## config.mk

```make
export PLATFORM = sky130hd
export DESIGN_NAME = clk_run_ctrl_flat
export DESIGN_NICKNAME = d
export VERILOG_FILES = /design/src/rtl/clk_run_pkg.sv /design/src/rtl/clk_run_ctrl_if.sv /design/src/rtl/tick_gen.sv /design/src/rtl/clk_run_ctrl.sv /design/src/flat_wrapper.sv
export SDC_FILE = /design/constraint.sdc
export NUM_CORES = 1
export LEC_CHECK = 0
export BUFFER_PORTS_ARGS = -buffer_cell sky130_fd_sc_hd__buf_2
export CAP_MARGIN = 20
export CORE_MARGIN = 5
export CORE_UTILIZATION = 45
export DETAILED_ROUTE_END_ITERATION = 6
export HOLD_SLACK_MARGIN = 0.15
export PLACE_DENSITY = 0.65
export SLEW_MARGIN = 20
export SYNTH_ARGS = -nofsm -noshare
export SYNTH_HDL_FRONTEND = slang
export SYNTH_SLANG_ARGS = --single-unit
```

## constraint.sdc

```tcl
create_clock -name iClk -period 3.1 [get_ports iClk]
set_input_delay 0.465 -clock iClk [delete_from_list [all_inputs] [get_ports iClk]]
set_output_delay 0.465 -clock iClk [all_outputs]
set_load 0.01 [all_outputs]
```

## src/rtl/clk_run_pkg.sv

```systemverilog
// Shared encodings for the processor run-control sequencer.
// Holds the mode codes and sequencer states used across the slice.
package clk_run_pkg;

    localparam logic [1:0] MODE_HALT  = 2'b00;
    localparam logic [1:0] MODE_RUN   = 2'b01;
    localparam logic [1:0] MODE_STEP  = 2'b10;
    localparam logic [1:0] MODE_BURST = 2'b11;

    typedef enum logic [2:0] {
        IDLE,
        RUN,
        STEP_PEND,
        BURST,
        DONE,
        HALTED
    } state_t;

    function automatic logic is_active(state_t s);
        return (s == RUN) || (s == STEP_PEND) || (s == BURST);
    endfunction

endpackage

```

## src/rtl/clk_run_ctrl_if.sv

```systemverilog
// Operator controls in, CPU clock-enable status out.
// master drives the controls, slave is the sequencer.
interface clk_run_ctrl_if #(
    parameter int DIV_W   = 32,
    parameter int BURST_W = 16,
    parameter int CNT_W   = 32
);
    logic [1:0]         iMode;
    logic               iStep;
    logic [DIV_W-1:0]   iDiv;
    logic [BURST_W-1:0] iBurstLen;
    logic               iHalt;
    logic               oClkEn;
    logic               oBusy;
    logic               oHalted;
    logic [CNT_W-1:0]   oPulseCnt;

    modport master (
        output iMode, iStep, iDiv, iBurstLen, iHalt,
        input  oClkEn, oBusy, oHalted, oPulseCnt
    );

    modport slave (
        input  iMode, iStep, iDiv, iBurstLen, iHalt,
        output oClkEn, oBusy, oHalted, oPulseCnt
    );

endinterface

```

## src/rtl/tick_gen.sv

```systemverilog
// Programmable divider producing a one-cycle tick every div cycles.
// A divisor of 0 behaves as 1; lowering it below the count ticks at once.
module tick_gen #(
    parameter int DIV_W = 32
) (
    input  logic             iClk,
    input  logic             nRst,
    input  logic             en,
    input  logic             clr,
    input  logic [DIV_W-1:0] div,
    output logic             tick
);

    logic [DIV_W-1:0] cnt;
    logic [DIV_W-1:0] div_eff;
    logic [DIV_W-1:0] lim;

    assign div_eff = (div == '0) ? DIV_W'(1) : div;
    assign lim     = div_eff - DIV_W'(1);
    assign tick    = en && (cnt >= lim);

    always_ff @(posedge iClk or negedge nRst) begin
        if (!nRst) begin
            cnt <= '0;
        end else if (clr || !en || tick) begin
            cnt <= '0;
        end else begin
            cnt <= cnt + DIV_W'(1);
        end
    end

endmodule

```

## src/rtl/clk_run_ctrl.sv

```systemverilog
// Run-control sequencer gating divided ticks into CPU clock-enable pulses.
// Define CLK_RUN_CTRL_SYNC_EN to double-flop iStep and iHalt on entry.
module clk_run_ctrl
    import clk_run_pkg::*;
#(
    parameter int DIV_W   = 32,
    parameter int BURST_W = 16,
    parameter int CNT_W   = 32
) (
    input logic          iClk,
    input logic          nRst,
    clk_run_ctrl_if.slave bus
);

    state_t             st;
    state_t             st_nx;
    logic               step_s;
    logic               halt_s;
    logic               step_q;
    logic               step_edge;
    logic               active;
    logic               stay;
    logic               tick;
    logic               accept;
    logic               load;
    logic               clk_en;
    logic [BURST_W-1:0] rem;
    logic [CNT_W-1:0]   pcnt;

`ifdef CLK_RUN_CTRL_SYNC_EN
    logic [1:0] step_sy;
    logic [1:0] halt_sy;

    always_ff @(posedge iClk or negedge nRst) begin
        if (!nRst) begin
            step_sy <= '0;
            halt_sy <= '0;
        end else begin
            step_sy <= {step_sy[0], bus.iStep};
            halt_sy <= {halt_sy[0], bus.iHalt};
        end
    end

    assign step_s = step_sy[1];
    assign halt_s = halt_sy[1];
`else
    assign step_s = bus.iStep;
    assign halt_s = bus.iHalt;
`endif

    always_ff @(posedge iClk or negedge nRst) begin
        if (!nRst) begin
            step_q <= 1'b0;
        end else begin
            step_q <= step_s;
        end
    end

    assign step_edge = step_s & ~step_q;
    assign active    = is_active(st);

    // An active state survives only while the operator keeps its mode.
    assign stay = ((st == RUN)       && (bus.iMode == MODE_RUN))  ||
                  ((st == STEP_PEND) && (bus.iMode == MODE_STEP)) ||
                  ((st == BURST)     && (bus.iMode == MODE_BURST));

    tick_gen #(
        .DIV_W (DIV_W)
    ) u_tick (
        .iClk (iClk),
        .nRst (nRst),
        .en   (active),
        .clr  (st_nx != st),
        .div  (bus.iDiv),
        .tick (tick)
    );

    always_comb begin
        st_nx  = st;
        accept = 1'b0;
        load   = 1'b0;
        unique case (st)
            IDLE: begin
                unique case (1'b1)
                    (bus.iMode == MODE_RUN): st_nx = RUN;
                    (bus.iMode == MODE_STEP) && step_edge:
                        st_nx = STEP_PEND;
                    (bus.iMode == MODE_BURST): begin
                        if (bus.iBurstLen == '0) begin
                            st_nx = DONE;
                        end else begin
                            st_nx = BURST;
                            load  = 1'b1;
                        end
                    end
                    default: ;
                endcase
            end
            RUN, STEP_PEND, BURST: begin
                if (halt_s) begin
                    st_nx = HALTED;
                end else if (!stay) begin
                    st_nx = IDLE;
                end else if (tick) begin
                    accept = 1'b1;
                    if (st == STEP_PEND) begin
                        st_nx = IDLE;
                    end else if ((st == BURST) &&
                                 (rem == BURST_W'(1))) begin
                        st_nx = DONE;
                    end
                end
            end
            DONE: begin
                if (bus.iMode != MODE_BURST) st_nx = IDLE;
            end
            HALTED: begin
                if ((bus.iMode == MODE_HALT) && !halt_s) begin
                    st_nx = IDLE;
                end
            end
            default: st_nx = IDLE;
        endcase
    end

    always_ff @(posedge iClk or negedge nRst) begin
        if (!nRst) begin
            st     <= IDLE;
            rem    <= '0;
            clk_en <= 1'b0;
            pcnt   <= '0;
        end else begin
            st     <= st_nx;
            clk_en <= accept;
            if (accept) pcnt <= pcnt + CNT_W'(1);
            if (load) begin
                rem <= bus.iBurstLen;
            end else if ((st == BURST) && accept) begin
                rem <= rem - BURST_W'(1);
            end else if (st != BURST) begin
                rem <= '0;
            end
        end
    end

    assign bus.oClkEn    = clk_en;
    assign bus.oPulseCnt = pcnt;
    assign bus.oBusy     = active;
    assign bus.oHalted   = (st == HALTED);

endmodule

```

## src/flat_wrapper.sv

```systemverilog
// flat-port wrapper written by rule: the top's interface ports become plain ports
module clk_run_ctrl_flat import clk_run_pkg::*;
#(
    parameter int DIV_W   = 32,
    parameter int BURST_W = 16,
    parameter int CNT_W   = 32
)
  (iClk, nRst, bus_iMode, bus_iStep, bus_iDiv, bus_iBurstLen, bus_iHalt, bus_oClkEn, bus_oBusy, bus_oHalted, bus_oPulseCnt);
  clk_run_ctrl_if #(.DIV_W(DIV_W), .BURST_W(BURST_W), .CNT_W(CNT_W)) bus_i ();
  input logic iClk;
  input logic nRst;
  input wire logic [$bits(bus_i.iMode)-1:0] bus_iMode;
  input wire logic [$bits(bus_i.iStep)-1:0] bus_iStep;
  input wire logic [$bits(bus_i.iDiv)-1:0] bus_iDiv;
  input wire logic [$bits(bus_i.iBurstLen)-1:0] bus_iBurstLen;
  input wire logic [$bits(bus_i.iHalt)-1:0] bus_iHalt;
  output wire logic [$bits(bus_i.oClkEn)-1:0] bus_oClkEn;
  output wire logic [$bits(bus_i.oBusy)-1:0] bus_oBusy;
  output wire logic [$bits(bus_i.oHalted)-1:0] bus_oHalted;
  output wire logic [$bits(bus_i.oPulseCnt)-1:0] bus_oPulseCnt;
  assign bus_i.iMode = bus_iMode;
  assign bus_i.iStep = bus_iStep;
  assign bus_i.iDiv = bus_iDiv;
  assign bus_i.iBurstLen = bus_iBurstLen;
  assign bus_i.iHalt = bus_iHalt;
  assign bus_oClkEn = bus_i.oClkEn;
  assign bus_oBusy = bus_i.oBusy;
  assign bus_oHalted = bus_i.oHalted;
  assign bus_oPulseCnt = bus_i.oPulseCnt;
  clk_run_ctrl #(.DIV_W(DIV_W), .BURST_W(BURST_W), .CNT_W(CNT_W)) u_core (.iClk(iClk), .nRst(nRst), .bus(bus_i));
endmodule
```

==> metrics.yaml, run 1 <==
synthAdderAreaFrac: 0.07928
outcome: "complete, but fails checks"
setup_violations: 84
synth-simple-area-share: 0.2861
route.detailed.drc: 0
cp.required_ns: 3.31
rsz0062_at_grt: "yes"
grt_pass1_wl_um: 25770
via_count: 5492
gp_congestion: 0.8814
grtUsageTotal: 0.2069
ios: 89
cts-hold-fix-buffers: 0
endpoint_kind: "flop"
vias_per_cell: 5.553
worst_slew_pin_slew_ns: 1.236
drv_cap: 0
cp_top_family: "simple AND/OR/NAND/NOR gates"
synth.avg_cell_area_um2: 9.181
fp.dieH_um: 123.9
yosysTopAreaCell: "dfrtp_1"
cpPeakStageDelay_ns: 0.54
layout-area-overhead-vs-synth_pct: 41.46
diodes: 0
crit_type: "in -> reg"
clock_path_buffers: 2
cts_made_buffers: 9
ctsRootBufferMaster: "clkbuf_16"
fin_ws_ns: -1.295
crit_slowest_cell: "or4_4"
htreeDepth: 3
seq_area_frac_synth: 0.3643
finalClockSkew_ns: 0.004293
drt_iter0_markers: 349
ys_seq_elements: 85
path_clk_slew_ns: 0.06
clock_sinks: 85
r2r_slack_ns: 0.30
timing.rr.start: "u_core.u_tick.cnt[0]$_DFF_PN0_"
fin_nets: 903
async_flop_share: 1.000
p_leak_nw: 3.987
postSynthCellCount: 636
tritoncts: "built"
ant_nets: 0
yosysWarningCount: 0
powerDensity_nw_per_um2: 375.4
synth_fp_nets: 727
hp-class: "in -> async"
layout_common_cells: "buf_2, dfrtp_1, buf_4, xor2_1, nand2_1"
cp-startpoint: "bus_iDiv[28]"
max_freq_mhz: 227.6
worstPathArrival_ns: 4.61
max-vdd-ir-drop_mv: 0.2871
failed_checks: "negative setup slack"
maxSlewHeadroom: 0.1740
synth_top_area_share: 0.3643
synthFlopType: "dfrtp_1"
clock_latency_ns: 0.34
period_share: 1.418
pre_cts_slack_ns: -1.980
crit_chain: "buf_6, or4_4, nor4b_4, nand3_2, nor3_4, nor2_2, ha_2, nand2_2, or2_4, nor3b_4, nand4_1, nor2_1, xnor2_1, ha_1, nand4_1, nor2_1, a221o_1, a211o_1, a22oi_2, buf_6, buf_4, buf_12, nor3_1, xnor2_1"
antenna_found_initial: 0
critPathBufInv: 4
synth_xor_xnor_area_share: 0.1380
period_needed_ns: 4.395
muxShareOfSynthArea: 0.01071
drtPass1Iterations: 5
drive_above_1_share: 0.3733
dieWidth_um: 123.9
synth_compound_area_frac: 0.09064
report.final.slew_viol_count: 0
post_synth_instance_area_um2: 5839
synth_edf_count: 0
critPathLaunchType: "primary input"
first_global_vias: 5401
ys_types: 62
synth_top_family_by_area: "simple AND/OR/NAND/NOR gates"
synthTopCellsByArea: "dfrtp_1, xor2_1, ha_1, xnor2_1, nor2_1"
wl_per_cell_um: 16.37
hpwl_um: 10660
hold_violations: 0
core_um2: 12670
core.rowCount: 41
die_area_um2: 15350
whs_ns: 0.1759
grt_max_degree: 86
overflow: 0
path_max_fanout: 8
start_util: 0.4608
drt_wl_total_um: 16190
numPortBuffers: 88
per-stage QoR:
stage | util | std cells | TNS, ns | total power, W | instance area, um2
after global routing | 0.6519 | 989 | -117.50 | 0.003246 | 8260
after floorplan | - | 636 | -103.83 | 0.001619 | 5893
after global placement | 0.5512 | 944 | -139.68 | 0.001845 | 6984
final | 0.6519 | 989 | -102.25 | 0.003101 | 8260
after detailed placement | 0.5512 | 944 | -149.55 | 0.001865 | 6984
after CTS | 0.6163 | 982 | -98.13 | 0.003011 | 7809
path summary, 6_finish.rpt:
check | endpoint | cells past startpoint
worst max-delay path | u_core.bus.oPulseCnt[15]$_DFFE_PN0P_ | 24
worst min-delay path | u_core.bus.oPulseCnt[12]$_DFFE_PN0P_ | 1
worst max register to register | u_core.rem[12]$_DFFE_PN0P_ | 10
worst min register to register | u_core.bus.oPulseCnt[31]$_DFFE_PN0P_ | 1
max in group asynchronous | u_core.u_tick.cnt[14]$_DFF_PN0_ | 1
min in group iClk | u_core.step_q$_DFF_PN0_ | 1
metal layers:
metal	part of all wire	GRT usage	up-vias
met5	0	0	-
met4	0.014	0.05749	0
met3	0.053	0.03224	17
met2	0.48	0.3373	157
met1	0.45	0.2871	2658
li1	-	-	2660
flip-flops by register name, indices dropped and copies added, names as in the netlist:
name                  flops
u_core.bus.oPulseCnt     32
u_core.u_tick.cnt        32
u_core.rem               16
u_core.st                 3
u_core.bus.oClkEn         1
u_core.step_q             1
cell type report:
cell class / count / area [um2]
fill: 1022 / 4410
multi-input combinational: 508 / 4189
sequential: 85 / 2127
timing repair buffer: 186 / 1366
clock buffer: 13 / 260.3
tap: 172 / 215.2
inverter: 22 / 82.58
clock inverter: 3 / 20.02
timing repair:
item | in CTS | in global routing
endpoints found under the setup margin | 84 | 84
setup buffers | 18 | 6
pin swaps | 31 | 50
cloned | 5 | 2
resized for setup | 57 | 93
logic make-up after synthesis:
family                   Yosys count
adder cells (fa/ha/maj)           37
flip-flops                        85
multiplexers                       6
AND/OR/NAND/NOR                  299
buffers and inverters             43
AO/OA/AOI/OAI                     74
XOR/XNOR                          92
power breakdown:
part / total, W / switching (W) / internal, W
clock network: 0.00102 / 0.000434 / 0.000586
logic: 0.000837 / 0.000479 / 0.000358
registers: 0.00124 / 0.0000910 / 0.00115
total: 0.00310 / 0.00100 / 0.00210
synth_stat cells (5+ instances only):
cell,instances
dfrtp_1,85
nor2_1,67
xor2_1,55
nand2_1,50
nand3_1,38
ha_1,37
xnor2_1,37
inv_1,22
nor3_1,22
nor4_1,22
a21oi_1,19
nand4_1,19
and3_1,16
clkbuf_1,14
o21ai_0,10
nor4_2,8
or4_1,7
and2_1,6
and4_1,6
nor2b_1,6
or3_1,5
No activity file was read; power rests on OpenSTA's default activity.
==> inputs of run 2 (changes only) <==
--- a/config.mk
+++ b/config.mk
@@ -7,7 +7,6 @@
 export LEC_CHECK = 0
 export BUFFER_PORTS_ARGS = -buffer_cell sky130_fd_sc_hd__buf_2
 export CAP_MARGIN = 20
-export CORE_MARGIN = 5
 export CORE_UTILIZATION = 45
 export DETAILED_ROUTE_END_ITERATION = 6
 export HOLD_SLACK_MARGIN = 0.15
==> constraint.sdc (replaced) <==
create_clock -name iClk -period 5 [get_ports iClk]
set_input_delay 0.75 -clock iClk [delete_from_list [all_inputs] [get_ports iClk]]
set_output_delay 0.75 -clock iClk [all_outputs]
set_load 0.01 [all_outputs]
==> metrics.yaml, run 2 (synthesis gave the netlist of run 1 again) <==
combPwrFrac: 0.205
rsz0062_at_grt: "yes"
ant_nets: 0
grt_pass1_wl_um: 23700
place_inst: 920
switchingPower_w: 0.0005580
maxSlewHeadroom: 0.2054
p_leak_nw: 3.555
drv_cap: 0
first_global_vias: 5007
via_count: 5174
report.final.slew_viol_count: 0
layout_common_cells: "buf_2, dfrtp_1, nor2_1, xor2_1, nand2_1"
grt_max_degree: 49
cts_made_buffers: 9
wl_per_cell_um: 15.41
clock_sinks: 85
worst_slew_pin_slew_ns: 1.183
path_max_fanout: 18
outcome: "completed"
gp_congestion: 0.8522
setup_violations: 0
final_cells: 944
clock_path_buffers: 2
whs_ns: 0.4062
die_area_um2: 13440
drt_iter0_markers: 207
critPathLaunchType: "primary input"
drive_above_1_share: 0.2526
drt_wl_total_um: 14540
hp-class: "in -> async"
max_freq_mhz: 204.7
fin_util: 0.5775
grtUsageTotal: 0.2233
antenna_found_initial: 0
hpwl_um: 10380
vias_per_cell: 5.481
p_sw_frac: 0.3077
cts-hold-fix-buffers: 0
tritoncts: "built"
cp-startpoint: "bus_iDiv[27]"
route.detailed.drc: 0
intPower_w: 0.001256
diodes: 0
htreeDepth: 3
core_um2: 12620
worstPathArrival_ns: 5.09
max-vdd-ir-drop_mv: 0.1593
fin_nets: 858
dieWidth_um: 115.9
pwr-share-seq: 0.425
period_needed_ns: 4.884
hold_violations: 0
crit_type: "in -> reg"
path_clk_slew_ns: 0.07
cp.required_ns: 5.21
timing.rr.start: "u_core.u_tick.cnt[2]$_DFF_PN0_"
powerDensity_nw_per_um2: 248.8
finalClockSkew_ns: 0.007859
clock_latency_ns: 0.34
start_util: 0.4627
core.rowCount: 41
period_share: 0.9768
ios: 89
fp.dieH_um: 115.9
ctsRootBufferMaster: "clkbuf_16"
final_common_cell: "buf_2"
power.share.clock: 0.370
layout-area-overhead-vs-synth_pct: 24.81
overflow: 0
endpoint_kind: "flop"
numPortBuffers: 88
drtPass1Iterations: 4
-- run 2: cell types whose count changed in the layout (fill, tap and decap cells not counted), moves of 6 or more --
cell	delta
nor3_1	+6
buf_6	-11
nor2_1	+35
nor3_2	-6
buf_4	-32
nor4_4	-6
nor2_4	-32
nor4_1	+10
-- run 2: worst paths after layout --
check,to,slack [ns],cells after the start
max,u_core.bus.oPulseCnt[25]$_DFFE_PN0P_,0.12,25
min,u_core.u_tick.cnt[26]$_DFF_PN0_,0.41,1
max reg2reg,u_core.bus.oPulseCnt[25]$_DFFE_PN0P_,2.22,11
min reg2reg,u_core.bus.oPulseCnt[31]$_DFFE_PN0P_,0.46,1
max in group asynchronous,u_core.u_tick.cnt[18]$_DFF_PN0_,3.62,2
min in group iClk,u_core.bus.oPulseCnt[31]$_DFFE_PN0P_,0.46,1
-- run 2: area by class of cell --
cell class,count,area (um2)
Sequential cell,85,2127
Multi-Input combinational cell,508,3659
Inverter,22,82.58
Clock buffer,11,232.7
Timing Repair Buffer,141,912.1
Tap cell,172,215.2
Fill cell,1122,5331
Clock inverter,5,60.06
-- run 2: metal layers --
metal  wire length, um  track usage  up-vias
met1              7076       0.3151     2500
met4                31      0.05641        0
met2              6905       0.3524      107
met3               530      0.04184        2
li1                  -            -     2565
met5                 0            0        -
-- run 2: worst max-delay path, stage by stage --
cell	delay, ns
buf_2	0.11
or4_4	0.55
nor4b_4	0.32
nand3_2	0.14
nor3_4	0.21
nor2_2	0.07
ha_1	0.20
nand2_1	0.08
or2_2	0.13
nor3b_2	0.05
nand4_1	0.12
nor2_1	0.07
xnor2_1	0.13
ha_1	0.34
nand4_1	0.11
buf_4	0.12
nor2_1	0.03
a221o_1	0.31
a211o_1	0.30
a22oi_2	0.22
buf_6	0.15
buf_12	0.15
buf_12	0.16
nor4_2	0.06
xor2_1	0.18
-- run 2: through the flow --
stage	total power, W	TNS, ns	instance area [um2]	setup slack [ns]
after CTS	0.001827	0	7072	0.04540
after global routing	0.001915	-0.1298	7288	-0.01917
final	0.001814	0	7288	0.1159
after detailed placement	0.001145	-8.284	6779	-0.2961
after global placement	0.001131	-0.8312	6779	-0.07572
after floorplan	0.001001	0	5839	0.04642
-- run 2: power by group through the flow --
| stage | registers (W) | clock network [W] | logic [W] |
|---|---|---|---|
| after floorplan | 0.000751 | 0 | 0.000250 |
| after global placement | 0.000777 | 0 | 0.000355 |
| after detailed placement | 0.000779 | 0 | 0.000365 |
| after CTS | 0.000766 | 0.000694 | 0.000367 |
| after global routing | 0.000775 | 0.000723 | 0.000417 |
| final | 0.000770 | 0.000672 | 0.000372 |
-- run 2: repair_timing --
action | in CTS | in global routing
resized for setup | 0 | 18
setup endpoints to repair | 0 | 62
buffers inserted | 0 | 7
==> inputs of run 3 (changes only) <==
--- a/config.mk
+++ b/config.mk
@@ -9,8 +9,10 @@
 export CAP_MARGIN = 20
 export CORE_UTILIZATION = 45
 export DETAILED_ROUTE_END_ITERATION = 6
+export GPL_TIMING_DRIVEN = 0
 export HOLD_SLACK_MARGIN = 0.15
 export PLACE_DENSITY = 0.65
+export RECOVER_POWER = 25
 export SLEW_MARGIN = 20
 export SYNTH_ARGS = -nofsm -noshare
 export SYNTH_HDL_FRONTEND = slang
==> metrics.yaml, run 3 (synthesis gave the netlist of run 1 again) <==
die_area_um2: 13440
layout-area-overhead-vs-synth_pct: 24.66
combPwrFrac: 0.212
drt_iter0_markers: 237
outcome: "complete, but fails checks"
rr_worst_depth: 11
p_leak_nw: 3.459
rsz0062_at_grt: "yes"
max_freq_mhz: 203.2
finalSetupTns_ns: 0
worstHoldStart: "u_core.bus.oPulseCnt[31]$_DFFE_PN0P_"
fp.dieH_um: 115.9
cts_made_buffers: 9
ctsRootBufferMaster: "clkbuf_16"
met2_usage: 0.3683
grtUsageTotal: 0.2261
route.detailed.drc: 0
setup_violations: 0
layout_common_cells: "buf_2, dfrtp_1, nor2_1, xor2_1, nand2_1"
hpwl_um: 10630
start_util: 0.4627
endpoint_kind: "flop"
drive_above_1_share: 0.2461
hp-class: "reg -> reg"
failed_checks: "max-capacitance violations, max-slew violations"
hold_depth: 1
fin_nets: 854
overflow: 0
path_max_fanout: 5
period_share: 0.9842
hold_path_end: "u_core.bus.oPulseCnt[31]$_DFFE_PN0P_"
powerDensity_nw_per_um2: 260.7
worst_slew_pin_slew_ns: 2.364
gp_congestion: 0.8886
switchingPower_w: 0.0005734
cts-hold-fix-buffers: 0
numPortBuffers: 88
grt_pass1_wl_um: 23940
drtPass1Iterations: 4
cp.required_ns: 5.22
core.rowCount: 41
r2r_end: "u_core.bus.oPulseCnt[26]$_DFFE_PN0P_"
timing.rr.start: "u_core.u_tick.cnt[2]$_DFF_PN0_"
tritoncts: "built"
ios: 89
core_um2: 12620
use_met1: 0.3090
final_common_cell: "buf_2"
via_count: 5242
fin_ws_ns: 0.07925
dieWidth_um: 115.9
crit_type: "in -> reg"
maxSlewHeadroom: -0.5757
path_clk_slew_ns: 0.07
r2r_slack_ns: 2.23
power.share.clock: 0.393
pwr-share-seq: 0.394
grt_max_degree: 54
first_global_vias: 5002
drv_cap: 2
ant_nets: 0
wl_per_cell_um: 15.87
hold_violations: 0
critPathLaunchType: "primary input"
finalClockSkew_ns: 0.009275
clock_sinks: 85
report.final.slew_viol_count: 88
period_needed_ns: 4.921
met3_usage: 0.03661
clock_latency_ns: 0.34
htreeDepth: 3
max-vdd-ir-drop_mv: 0.1715
dpl-instance-area_um2: 6525
p_sw_frac: 0.3022
intPower_w: 0.001324
worstPathArrival_ns: 5.14
antenna_found_initial: 0
whs_ns: 0.4738
top_usage_layer: "met2"
diodes: 0
stdcell_area_um2: 7279
clock_path_buffers: 2
drt_wl_total_um: 14920
vias_per_cell: 5.577
fin_util: 0.5768
pre_cts_slack_ns: -0.9898
-- run 3: changes by cell type in the layout (fill, tap and decap cells not counted), moves of 2 or more --
cell	previous run	this run
buf_4	48	26
clkbuf_1	2	13
buf_6	1	9
nor4_2	4	10
nor2_1	66	62
nor4_1	21	17
buf_12	4	1
nor2_2	1	4
clkinv_2	2	0
nor3_2	2	4
nor3_4	2	0
nor4_4	5	3
nor4b_2	2	4
-- run 3: stage by stage --
step / total power, W / instances
2_1_floorplan: 0.001001 / 636
3_3_place_gp: 0.001125 / 896
3_5_place_dp: 0.001137 / 897
4_1_cts: 0.001898 / 923
5_1_grt: 0.001988 / 940
6_report: 0.001897 / 940
-- run 3: per-layer routing --
metal	wire, um	up-vias
met3	478	19
met1	7202	2564
li1	-	2561
met4	225	0
met2	7011	98
met5	0	-
-- run 3: worst max-delay path: stages --
cell and delay [ns]:
buf_6 0.09, or4_4 0.53, nor4b_2 0.29, nand3_1 0.17
nor3_2 0.19, nor2_2 0.08, ha_2 0.20, nand2_2 0.06
or2_4 0.13, nor3b_4 0.06, nand4_1 0.17, nor2_2 0.06
xnor2_1 0.17, ha_1 0.29, nand4_1 0.16, buf_6 0.14
nor2_2 0.04, a221o_1 0.30, a211o_1 0.35, buf_4 0.17
a32oi_4 0.27, nor4_1 0.09, or3_1 0.37
-- run 3: timing repair --
item	CTS	global route
cloned	0	0
buffers inserted	10	17
pin swaps	11	22
endpoints found under the setup margin	83	81
gates resized for setup	23	30
endpoints found under the hold margin	0	0
-- run 3: layout make-up --
cell class / instances / area, um2
plain buffers: 21 / 133.9
clock buffers: 10 / 239.0
clock inverters: 6 / 93.84
fillers: 1126 / 5340
inverters: 22 / 82.58
multi-input cells: 508 / 3699
flip-flops and latches: 85 / 2127
well taps: 172 / 215.2
repair buffers: 116 / 689.4
-- run 3: worst max-delay path by stage --
stage / start / to / slack (ns) / depth (start not counted)
after floorplan: bus_iDiv[13] / u_core.rem[15]$_DFFE_PN0P_ / 0.05 / 22
after global placement: bus_iDiv[17] / u_core.rem[15]$_DFFE_PN0P_ / -0.92 / 23
after detailed placement: bus_iDiv[17] / u_core.rem[15]$_DFFE_PN0P_ / -0.99 / 23
after CTS: bus_iDiv[27] / u_core.rem[5]$_DFFE_PN0P_ / 0.002 / 23
after global routing: bus_iDiv[29] / u_core.rem[12]$_DFFE_PN0P_ / -0.11 / 23
final: bus_iDiv[29] / u_core.rem[12]$_DFFE_PN0P_ / 0.08 / 23
-- run 3: power by group through the flow --
stage / combinational, W / sequential [W] / clock, W
floorplan: 0.000250 / 0.000751 / 0
global placement: 0.000367 / 0.000758 / 0
detailed placement: 0.000378 / 0.000759 / 0
CTS: 0.000393 / 0.000746 / 0.000758
global route: 0.000451 / 0.000753 / 0.000784
finish: 0.000403 / 0.000748 / 0.000747
